$ cat src/rtl/recorder_port_serializer.sv
// Buffers recorder playback words in a small FIFO and emits them one port
// sample per beat on a valid/ready stream, skipping ports disabled in port_mask.
module recorder_port_serializer #(
  parameter int unsigned NUM_PORTS      = 4,
  parameter int unsigned DATA_WIDTH     = 16,
  parameter int unsigned FIFO_DEPTH     = 16,
  parameter int unsigned DROP_CNT_WIDTH = 16,
  localparam int unsigned PW = (NUM_PORTS > 1) ? $clog2(NUM_PORTS) : 1,
  localparam int unsigned LW = $clog2(FIFO_DEPTH) + 1,
  localparam int unsigned WW = NUM_PORTS * DATA_WIDTH
) (
  input  logic                      clk,
  input  logic                      resetn,
  input  logic                      in_valid,
  input  logic [WW-1:0]             in_data,
  input  logic [NUM_PORTS-1:0]      port_mask,
  input  logic                      clear,
  output logic                      out_valid,
  input  logic                      out_ready,
  output logic [DATA_WIDTH-1:0]     out_data,
  output logic [PW-1:0]             out_port,
  output logic                      out_last,
  output logic [LW-1:0]             fifo_level,
  output logic                      overflow,
  output logic [DROP_CNT_WIDTH-1:0] drop_cnt
);

  localparam int unsigned AW = $clog2(FIFO_DEPTH);

  typedef enum logic {IDLE, SEND} state_t;

  state_t               state;
  logic [WW-1:0]        mem [FIFO_DEPTH];
  logic [AW-1:0]        wr_ptr, rd_ptr;
  logic [WW-1:0]        hold_word;
  logic [NUM_PORTS-1:0] hold_mask;

  logic          fifo_empty, fifo_full, fire, word_done;
  logic          do_load, do_write, do_drop;
  logic [WW-1:0] head;
  logic [PW-1:0] lo_new, hi_new, nx_idx, hi_hold;

  function automatic logic [PW-1:0] lowest_set(input logic [NUM_PORTS-1:0] m);
    logic [PW-1:0] r;
    logic          found;
    r     = '0;
    found = 1'b0;
    for (int unsigned i = 0; i < NUM_PORTS; i++) begin
      if (!found && m[i]) begin
        r     = PW'(i);
        found = 1'b1;
      end
    end
    return r;
  endfunction

  function automatic logic [PW-1:0] highest_set(input logic [NUM_PORTS-1:0] m);
    logic [PW-1:0] r;
    r = '0;
    for (int unsigned i = 0; i < NUM_PORTS; i++) begin
      if (m[i]) r = PW'(i);
    end
    return r;
  endfunction

  function automatic logic [PW-1:0] next_above(input logic [NUM_PORTS-1:0] m,
                                               input logic [PW-1:0]        cur);
    logic [PW-1:0] r;
    logic          found;
    r     = cur;
    found = 1'b0;
    for (int unsigned i = 0; i < NUM_PORTS; i++) begin
      if (!found && m[i] && (i > 32'(cur))) begin
        r     = PW'(i);
        found = 1'b1;
      end
    end
    return r;
  endfunction

  // Port 0 occupies the most significant lane of the word.
  function automatic logic [DATA_WIDTH-1:0] lane(input logic [WW-1:0] w,
                                                 input logic [PW-1:0] p);
    return w[(NUM_PORTS - 1 - 32'(p)) * DATA_WIDTH +: DATA_WIDTH];
  endfunction

  assign fifo_empty = (fifo_level == '0);
  assign fifo_full  = (fifo_level == LW'(FIFO_DEPTH));
  assign fire       = out_valid && out_ready;
  assign word_done  = (state == IDLE) || (fire && out_last);
  // A new word is only started with a usable mask; a zero mask parks words in the FIFO.
  assign do_load    = !clear && word_done && !fifo_empty && (port_mask != '0);
  assign do_write   = !clear && in_valid && !fifo_full;
  assign do_drop    = !clear && in_valid && fifo_full;

  assign head    = mem[rd_ptr];
  assign lo_new  = lowest_set(port_mask);
  assign hi_new  = highest_set(port_mask);
  assign nx_idx  = next_above(hold_mask, out_port);
  assign hi_hold = highest_set(hold_mask);

  always_ff @(posedge clk) begin
    if (do_write) mem[wr_ptr] <= in_data;
  end

  always_ff @(posedge clk or negedge resetn) begin
    if (!resetn) begin
      state      <= IDLE;
      wr_ptr     <= '0;
      rd_ptr     <= '0;
      fifo_level <= '0;
      hold_word  <= '0;
      hold_mask  <= '0;
      out_valid  <= 1'b0;
      out_data   <= '0;
      out_port   <= '0;
      out_last   <= 1'b0;
      overflow   <= 1'b0;
      drop_cnt   <= '0;
    end else if (clear) begin
      state      <= IDLE;
      wr_ptr     <= '0;
      rd_ptr     <= '0;
      fifo_level <= '0;
      out_valid  <= 1'b0;
      out_last   <= 1'b0;
      overflow   <= 1'b0;
      drop_cnt   <= '0;
    end else begin
      if (do_write) wr_ptr <= wr_ptr + 1'b1;
      if (do_load)  rd_ptr <= rd_ptr + 1'b1;

      if (do_write && !do_load)      fifo_level <= fifo_level + 1'b1;
      else if (!do_write && do_load) fifo_level <= fifo_level - 1'b1;

      if (do_drop) begin
        overflow <= 1'b1;
        if (drop_cnt != '1) drop_cnt <= drop_cnt + 1'b1;
      end

      // Loading covers both the IDLE start and the back-to-back handoff after a last beat.
      if (do_load) begin
        state     <= SEND;
        out_valid <= 1'b1;
        hold_word <= head;
        hold_mask <= port_mask;
        out_port  <= lo_new;
        out_data  <= lane(head, lo_new);
        out_last  <= (lo_new == hi_new);
      end else if (fire && !out_last) begin
        out_port <= nx_idx;
        out_data <= lane(hold_word, nx_idx);
        out_last <= (nx_idx == hi_hold);
      end else if (fire) begin
        state     <= IDLE;
        out_valid <= 1'b0;
        out_last  <= 1'b0;
      end
    end
  end

endmodule

$ cat config.mk
export PLATFORM = sky130hd
export DESIGN_NAME = recorder_port_serializer
export DESIGN_NICKNAME = d
export VERILOG_FILES = /design/src/rtl/recorder_port_serializer.sv
export SDC_FILE = /design/constraint.sdc
export NUM_CORES = 1
export LEC_CHECK = 0
export CORE_ASPECT_RATIO = 1.25
export CORE_UTILIZATION = 35
export DETAILED_ROUTE_END_ITERATION = 16
export SLEW_MARGIN = 0
export SYNTH_ARGS = -nofsm -noshare
export SYNTH_HDL_FRONTEND = slang
export SYNTH_SLANG_ARGS = --single-unit
$ cat constraint.sdc
create_clock -name clk -period 4.8 [get_ports clk]
set_input_delay 0.96 -clock clk [delete_from_list [all_inputs] [get_ports clk]]
set_output_delay 0.96 -clock clk [all_outputs]
set_load 0.02 [all_outputs]
==> results of run 1 <==
## worst max-delay path, stage by stage (launching register included)
cell and delay [ps]:
dfrtp_1 490, nor4_4 780, a211o_2 320, o21ai_1 230, fa_1 480, a21o_1 200, a21oi_1 210, nand4_1 140
and3_1 240, nor3_2 130
## synthesized netlist by cell type, types with 4 or more instances
cell type and count:
inv_1 30, o2111ai_1 4, mux4_2 194, ha_1 10
clkbuf_1 53, buf_6 4, nor4b_1 6, and3_1 4
o21bai_1 4, a221oi_1 61, or4_1 10, nand3b_1 4
xnor2_1 5, buf_4 17, o21a_1 30, mux2_2 5
o21ai_0 46, and2_1 15, nand2_1 148, nand2b_1 7
nand3_1 27, nand4_1 20, a21o_1 30, xor2_1 7
nor2_1 30, nor4b_2 8, nor3_1 35, o31ai_1 8
nor2b_1 7, dfrtp_1 117, a21oi_1 38, a22o_1 31
buf_1 7, a31oi_1 13, a222oi_1 15, mux2i_1 151
buf_2 49, a22oi_1 56, edfxtp_1 1024
## through the flow
step | TNS (ps) | utilization, % | hold WS [ps] | setup WS, ps
floorplan | -19400 | - | 438 | -75.8
finish | 0 | 41.4 | 284 | 1490
CTS | 0 | 41.4 | 314 | 1480
global placement | 0 | 38.3 | 453 | 867
global route | 0 | 41.4 | 373 | 1280
detailed placement | 0 | 38.3 | 461 | 810
## state kept, by name, summed over array words and instances, names as in the netlist
signal,count
drop_cnt,16
fifo_level,5
hold_mask,3
hold_word,64
mem,1024
out_data,16
out_last,1
out_port,2
overflow,1
rd_ptr,4
state,1
wr_ptr,4
## final timing paths
check / end / slack [ps] / cells after the start
setup / recovery: fifo_level[4] / 1490 / 9
hold / removal: drop_cnt[11] / 280 / 1
setup reg to reg: fifo_level[4] / 1490 / 9
hold reg to reg: hold_word[39] / 480 / 2
max in group asynchronous: hold_word[37] / 3440 / 2
min in group clk: hold_word[39] / 480 / 2
## power breakdown
group          internal, mW  switching (mW)  leakage, nW  total, mW
combinational          2.71            3.20         4.55       5.91
clock                  5.45            3.77         1.86       9.23
sequential             11.4           0.653         10.7       12.0
## cell type report
class	count	area [µm²]	area share, %
sequential	1141	33700	64.0
multi-input combinational	1067	10700	20.4
clock buffer	126	2780	5.29
tap	1702	2130	4.05
timing repair buffer	199	2090	3.97
clock inverter	72	1050	2.01
inverter	31	116	0.221
antenna	1	2.50	0.00476
## layer usage
metal  global-route usage, %  up-vias  part of all wire (%)
met1                    23.9    12600                    41
met4                    6.02        4                   2.7
met3                    2.79      154                   6.0
li1                        -    10100                     -
met2                    30.0      765                    50
met5                       0        -                 0.020
## cell families (layout without fill, tap and decap cells)
kind of cell | Yosys count | after routing | share of synthesized area, %
compound gates | 359 | 359 | 5.95
fa+ha+maj | 11 | 11 | 0.322
mux | 350 | 350 | 13.2
other cells | 0 | 1 | 0
buf+inv | 161 | 428 | 1.69
flops | 1141 | 1141 | 74.8
simple gates | 335 | 335 | 3.85
xor+xnor | 12 | 12 | 0.233
==> run_results.csv, run 1 <==
group,metric,value,unit
synth,synth_seq_cells,1141,
placement,dpl.hpwl,71500,µm
cells_and_area,drive_gt1_share,19.0,%
power_and_ir_drop,power_density,516,nW/µm²
global_routing,grt_usage,18.0,%
clocking,clock_latency,740,ps
worst_setup_path,worstPathArrival,3970,ps
cells_and_area,mostFrequentLayoutCells,"1024 x edfxtp_1, 194 x mux4_2, 151 x mux2i_1",
synth,synth_edf_count,1024,
clocking,postCtsHoldBufs,0,
clocking,cts_made_buffers,106,
detailed_routing,first_iter_violations,2123,
detailed_routing,drc,0,
sta,finalCritPeriodShare,68.9,%
cells_and_area,fill_cells,11200,
floorplanning,start_util,35.4,%
power_and_ir_drop,p_total,27.2,mW
synth,netlist_instances,2369,
clocking,clk_path_buf_depth,3,
sta,slew_headroom,28.4,%
placement,dp.cells,4140,
synth,synth_seq_area_share,74.8,%
global_routing,grt_pass1_vias,24100,
synth,netlist.area_leader.share,68.3,%
detailed_routing,drt-pass1-iter-count,5,
sta,hold_viol_final,0,
clocking,cts_root_buffer,"clkbuf_16",
cells_and_area,fin_nets,2630,
synth,syn_area,45000,µm²
outcome,status,"complete, no violations",
sta,timing.fmax,302,MHz
floorplanning,num_rows,146,
detailed_routing,routed_wl,117000,µm
placement,io_buffer_count,114,
synth,ys.flop_type,"edfxtp_1",
clocking,cts_num_sinks,1141,
sta,finalClockSkew,62.0,ps
placement,gp_congestion,0.878,
global_routing,grt_pass1_wl,170000,µm
power_and_ir_drop,vdd_drop_max,0.000307,V
worst_setup_path,cp_max_fo,9,
worst_setup_path,start_kind,"register",
global_routing,grt_max_degree,155,
worst_setup_path,cp.required,5460,ps
detailed_routing,drt-wirelength-per-cell,26.9,µm
detailed_routing,vias,23600,
cells_and_area,area.growth.synth_to_final,16.8,%
synth,yosysWarningCount,0,
global_routing,antenna_found_initial,5,
detailed_routing,viasPerCell,5.45,
synth,netlist_top_cells_area,"edfxtp_1 68%, mux4_2 9.7%, dfrtp_1 6.5%, mux2i_1 3.4%, nand2_1 1.2%",
global_routing,grt_overflow,0,
run,maxCapViolations,0,
sta,rsz0062_at_grt,"no",
clocking,cts_resized,0,
clocking,htree_levels,3,
floorplanning,ios,115,
sta,worst_pin_slew,1070,ps
cells_and_area,fin_area,52600,µm²
synth,synth_fp_nets,2453,
sta,finalCriticalPeriod,3310,ps
worst_setup_path,startpoint,"fifo_level[0]",
worst_setup_path,reg2reg_from,"fifo_level[0]",
floorplanning,die-area,130000,µm²
detailed_routing,ant_nets,0,
synth,synthArstFlopShare,10.3,%
placement,placed_area,48800,µm²
sta,maxSlewViolCount,0,
synth,ys_types,69,
cells_and_area,layout.cells.non_filler,4339,
synth,syn_area_per_cell,19.0,µm²
clocking,cts_setup_buffers,0,
worst_hold_path,hold_class,"input pin to async pin",
synth,synth_top_area_cell,"edfxtp_1",
worst_setup_path,crit_path_end_kind,"register",
floorplanning,die_h,403,µm
cells_and_area,layout_commonest_cell,"edfxtp_1",
sta,setup_viol,0,
clocking,clk_pin_slew_worst_paths,60,ps
floorplanning,fp.coreArea,127000,µm²
worst_setup_path,path_class,"register to register",
power_and_ir_drop,p_leak,17.1,nW
floorplanning,die_w,323,µm
clocking,cts_tree,"done",
Power figures use the tool's default switching activity.
==> inputs of run 2 (changes only) <==
==> constraint.sdc (replaced) <==
create_clock -name clk -period 3.3 [get_ports clk]
set_input_delay 0.66 -clock clk [delete_from_list [all_inputs] [get_ports clk]]
set_output_delay 0.66 -clock clk [all_outputs]
set_load 0.02 [all_outputs]
==> run_results.csv, run 2 (synthesized netlist as in run 1, its figures left out) <==
group,metric,value,unit
outcome,status,"complete, no violations",
floorplanning,die_w,323,µm
power_and_ir_drop,swShare,28.3,%
power_and_ir_drop,p_total,39.3,mW
sta,timing.fmax,322,MHz
detailed_routing,ant_nets,0,
sta,finalClockSkew,36.2,ps
sta,finalCritPeriodShare,94.0,%
cells_and_area,fill_cells,11200,
global_routing,antenna_found_initial,9,
power_and_ir_drop,power_density,740,nW/µm²
sta,finalCriticalPeriod,3100,ps
cells_and_area,mostFrequentLayoutCells,"1024 x edfxtp_1, 194 x mux4_2, 151 x mux2i_1",
floorplanning,start_util,35.4,%
sta,worst_pin_slew,1120,ps
power_and_ir_drop,clockPowerShare,32.8,%
clocking,postCtsHoldBufs,0,
detailed_routing,routed_wl,118000,µm
power_and_ir_drop,seq_power_share,44.1,%
floorplanning,die-area,130000,µm²
cells_and_area,layout_top_registers,"mem (1024), hold_word (64)",
clocking,clk_pin_slew_worst_paths,70,ps
clocking,clock_latency,730,ps
placement,dpl.hpwl,72400,µm
worst_setup_path,crit_top_cell,"buf_12",
cells_and_area,top_register,"mem",
detailed_routing,drt-wirelength-per-cell,27.0,µm
worst_setup_path,worstPathArrival,3670,ps
worst_setup_path,cp_cell_sequence,"buf_12 -> buf_12 -> mux4_2 -> a22oi_1 -> nand2_1 -> o31ai_2 -> nor4b_1",
detailed_routing,first_iter_violations,2486,
cells_and_area,fin_nets,2671,
cells_and_area,drive_gt1_share,20.3,%
sta,maxSlewViolCount,0,
sta,setup_viol,0,
worst_setup_path,path_class,"register to register",
detailed_routing,drt-pass1-iter-count,5,
cells_and_area,final_util,41.7,%
worst_hold_path,hold_class,"input pin to async pin",
global_routing,grt_overflow,0,
floorplanning,num_rows,146,
placement,dp.cells,4179,
detailed_routing,drc,0,
clocking,cts_setup_buffers,0,
power_and_ir_drop,internal_power,28.2,mW
cells_and_area,layout_commonest_cell,"edfxtp_1",
placement,io_buffer_count,114,
global_routing,grt_max_degree,102,
floorplanning,ios,115,
detailed_routing,viasPerCell,5.47,
placement,gp_congestion,0.851,
power_and_ir_drop,p_comb_share,23.1,%
clocking,cts_made_buffers,108,
sta,rsz0062_at_grt,"no",
worst_setup_path,start_kind,"register",
detailed_routing,vias,24000,
clocking,htree_levels,3,
worst_setup_path,critPathTopFamily,"flip-flops",
sta,fin_tns_setup,0,ps
cells_and_area,largest_reg_flops,1024,
worst_setup_path,crit_path_end_kind,"register",
global_routing,grt_usage,18.3,%
floorplanning,fp.coreArea,127000,µm²
cells_and_area,area.growth.synth_to_final,17.8,%
floorplanning,die_h,403,µm
clocking,cts_tree,"done",
clocking,cts_root_buffer,"clkbuf_16",
global_routing,grt_pass1_wl,173000,µm
worst_setup_path,ff2ff_setup_slack,200,ps
global_routing,grt_pass1_vias,24600,
cells_and_area,layout.cells.non_filler,4383,
run,maxCapViolations,0,
power_and_ir_drop,vdd_drop_max,0.000539,V
sta,slew_headroom,25.5,%
worst_setup_path,cp_max_fo,24,
power_and_ir_drop,p_switching,11.1,mW
worst_setup_path,cp_slowest_cell,"dfrtp_4",
worst_setup_path,cp.required,3860,ps
clocking,cts_num_sinks,1141,
worst_setup_path,max_stage_delay,750,ps
clocking,clk_path_buf_depth,3,
power_and_ir_drop,p_leak,17.3,nW
sta,hold_viol_final,0,
worst_setup_path,path_buf_inv,2,
## run 2: cell count changes in the layout (fill, tap and decap cells not counted), sizes merged
cell,delta
clkinv,+6
diode,+2
buf,+39
bufinv,-7
clkinvlp,+4
## run 2: worst paths after layout
| kind | start | endpoint | cells after the start |
|---|---|---|---|
| worst max register to register | rd_ptr[0] | out_data[15] | 7 |
| min in group clk | clear | state | 2 |
| worst max-delay path | rd_ptr[0] | out_data[15] | 7 |
| worst min-delay path | resetn | fifo_level[1] | 1 |
| worst min register to register | hold_word[31] | hold_word[31] | 2 |
| max in group asynchronous | resetn | drop_cnt[11] | 2 |
## run 2: layer usage
| layer | up-vias | track usage, % | part of all wire, % | routed length [µm] |
|---|---|---|---|---|
| li1 | 10200 | - | - | - |
| met1 | 12900 | 24.6 | 42 | 49900 |
| met2 | 750 | 30.7 | 50 | 59100 |
| met3 | 152 | 2.54 | 5.1 | 6030 |
| met4 | 10 | 5.95 | 2.7 | 3180 |
| met5 | - | 0 | 0.056 | 66 |
## run 2: what timing repair did
action,CTS,global route
endpoints found under the setup margin,1,0
endpoints found under the hold margin,0,0
resized for setup,1,0
## run 2: power groups by stage
| stage | clock network, mW | logic, mW | registers (mW) |
|---|---|---|---|
| 2_1_floorplan | 0 | 5.97 | 17.3 |
| 3_3_place_gp | 0 | 9.03 | 17.6 |
| 3_5_place_dp | 0 | 9.12 | 17.6 |
| 4_1_cts | 13.1 | 9.16 | 17.3 |
| 5_1_grt | 13.6 | 9.70 | 17.4 |
| 6_report | 12.9 | 9.05 | 17.3 |
## run 2: cell type report
type	count	area (µm²)	area share, %
multi-input cells	1067	10700	20.2
clock buffers	126	2810	5.30
well taps	1702	2130	4.01
diodes	3	7.51	0.0141
clock inverters	75	845	1.59
flip-flops and latches	1141	33700	63.5
repair buffers	238	2730	5.15
inverters	31	116	0.219
## run 2: metrics by stage
step | setup slack [ps] | hold WS, ps | instance area [µm²]
2_1_floorplan | -274 | 364 | 45100
3_3_place_gp | -64.8 | 457 | 49400
3_5_place_dp | -33.9 | 455 | 49400
4_1_cts | 172 | 46.7 | 53100
5_1_grt | 106 | 106 | 53100
6_report | 197 | 11.2 | 53100
==> inputs of run 3 (changes only) <==
--- a/config.mk
+++ b/config.mk
@@ -8,6 +8,7 @@
 export CORE_ASPECT_RATIO = 1.25
 export CORE_UTILIZATION = 35
 export DETAILED_ROUTE_END_ITERATION = 16
+export HOLD_SLACK_MARGIN = 0.08
 export SLEW_MARGIN = 0
 export SYNTH_ARGS = -nofsm -noshare
 export SYNTH_HDL_FRONTEND = slang
==> run_results.csv, run 3 (synthesized netlist as in run 1, its figures left out) <==
group,metric,value,unit
outcome,status,"complete, no violations",
global_routing,grt_max_degree,102,
clocking,clk_path_buf_depth,3,
placement,placed_area,49400,µm²
floorplanning,die_h,403,µm
worst_hold_path,hold_class,"input pin to register",
power_and_ir_drop,power_density,740,nW/µm²
clocking,clk_pin_slew_worst_paths,70,ps
cells_and_area,layout_top_registers,"mem (1024), hold_word (64)",
run,maxCapViolations,0,
cells_and_area,final_util,41.7,%
floorplanning,fp.coreArea,127000,µm²
clocking,cts_setup_buffers,0,
worst_setup_path,worstPathArrival,3680,ps
placement,io_buffer_count,114,
worst_hold_path,min-delay-start,"clear",
floorplanning,num_rows,146,
cells_and_area,drive_gt1_share,20.3,%
detailed_routing,viasPerCell,5.45,
cells_and_area,area.growth.synth_to_final,17.9,%
clocking,cts_made_buffers,108,
placement,dpl.hpwl,72400,µm
worst_setup_path,cp_max_fo,24,
placement,dp.cells,4179,
sta,worst_pin_slew,1090,ps
clocking,cts_tree,"done",
placement,gp_congestion,0.851,
floorplanning,die-area,130000,µm²
sta,fin_tns_setup,0,ps
detailed_routing,ant_nets,0,
worst_hold_path,holdPathEnd,"state",
sta,finalClockSkew,35.0,ps
global_routing,grt_pass1_wl,173000,µm
global_routing,grt_pass1_vias,24600,
power_and_ir_drop,p_leak,17.3,nW
detailed_routing,first_iter_violations,2420,
sta,slew_headroom,27.1,%
sta,finalCriticalPeriod,3110,ps
global_routing,grt_usage,18.3,%
cells_and_area,largest_reg_flops,1024,
detailed_routing,drt-wirelength-per-cell,27.0,µm
sta,hold_viol_final,0,
worst_setup_path,crit_path_end_kind,"register",
clocking,cts_root_buffer,"clkbuf_16",
worst_setup_path,cp.required,3860,ps
clocking,clock_latency,720,ps
power_and_ir_drop,vdd_drop_max,0.000538,V
worst_setup_path,start_kind,"register",
cells_and_area,mostFrequentLayoutCells,"1024 x edfxtp_1, 194 x mux4_2, 151 x mux2i_1",
sta,maxSlewViolCount,0,
detailed_routing,vias,23900,
sta,setup_viol,0,
worst_setup_path,reg2reg_from,"rd_ptr[0]",
global_routing,antenna_found_initial,9,
global_routing,grt_overflow,0,
cells_and_area,fin_area,53100,µm²
worst_setup_path,ff2ff_setup_slack,190,ps
worst_setup_path,reg2regPathDepth,7,
worst_setup_path,path_class,"register to register",
detailed_routing,routed_wl,118000,µm
floorplanning,die_w,323,µm
cells_and_area,top_register,"mem",
sta,finalCritPeriodShare,94.4,%
worst_setup_path,reg2reg_to,"out_data[15]",
detailed_routing,drc,0,
clocking,htree_levels,3,
power_and_ir_drop,p_total,39.3,mW
worst_hold_path,hold_depth,2,
cells_and_area,layout.cells.non_filler,4384,
cells_and_area,layout_commonest_cell,"edfxtp_1",
sta,timing.fmax,321,MHz
clocking,cts_num_sinks,1141,
detailed_routing,drt-pass1-iter-count,5,
floorplanning,start_util,35.4,%
cells_and_area,fill_cells,11200,
cells_and_area,fin_nets,2672,
sta,rsz0062_at_grt,"no",
floorplanning,ios,115,
## run 3: metrics by stage
step	setup WS [ps]	hold slack, ps
final	185	272
after global routing	106	283
after global placement	-64.8	457
after CTS	172	221
after detailed placement	-33.9	455
after floorplan	-274	364
## run 3: area by class of cell
cell class / count / area, µm² / share of cell area (%)
antenna: 3 / 7.51 / 0.0141
clock buffer: 126 / 2810 / 5.30
clock inverter: 75 / 845 / 1.59
inverter: 31 / 116 / 0.219
multi-input combinational: 1067 / 10700 / 20.2
sequential: 1141 / 33700 / 63.5
tap: 1702 / 2130 / 4.01
timing repair buffer: 239 / 2740 / 5.16
## run 3: per-layer routing
metal / vias to the layer above / routed length [µm] / track usage [%]
met2: 763 / 59100 / 30.7
met3: 160 / 6010 / 2.54
met5: - / 66 / 0
li1: 10200 / - / -
met4: 10 / 3280 / 5.95
met1: 12800 / 49900 / 24.6
## run 3: power by group
part           internal, mW  switching [mW]  total, mW
sequential             16.5           0.793       17.3
clock                  7.44            5.44       12.9
combinational          4.17            4.88       9.06
total                  28.2            11.1       39.3
## run 3: critical path: stages (launching register included)
cell and delay [ps]:
dfrtp_4 750, buf_12 300, buf_12 210, mux4_2 510
a22oi_1 150, nand2_1 250, o31ai_2 590, nor4b_1 120
## run 3: how the worst max path moves through the flow
stage,from,to,slack (ps),cells after the start
CTS,rd_ptr[0],out_data[15],170,7
global placement,rd_ptr[0],out_data[15],-60,7
global route,rd_ptr[0],out_data[15],110,7
detailed placement,rd_ptr[0],out_data[15],-30,7
floorplan,clear,mem[10][0],-270,4
finish,rd_ptr[0],out_data[15],190,7
## run 3: timing repair
| item | CTS | global route |
|---|---|---|
| hold buffers | 1 | 0 |
| hold endpoints to repair | 25 | 0 |
| endpoints found under the setup margin | 1 | 0 |
| gates resized for setup | 1 | 0 |
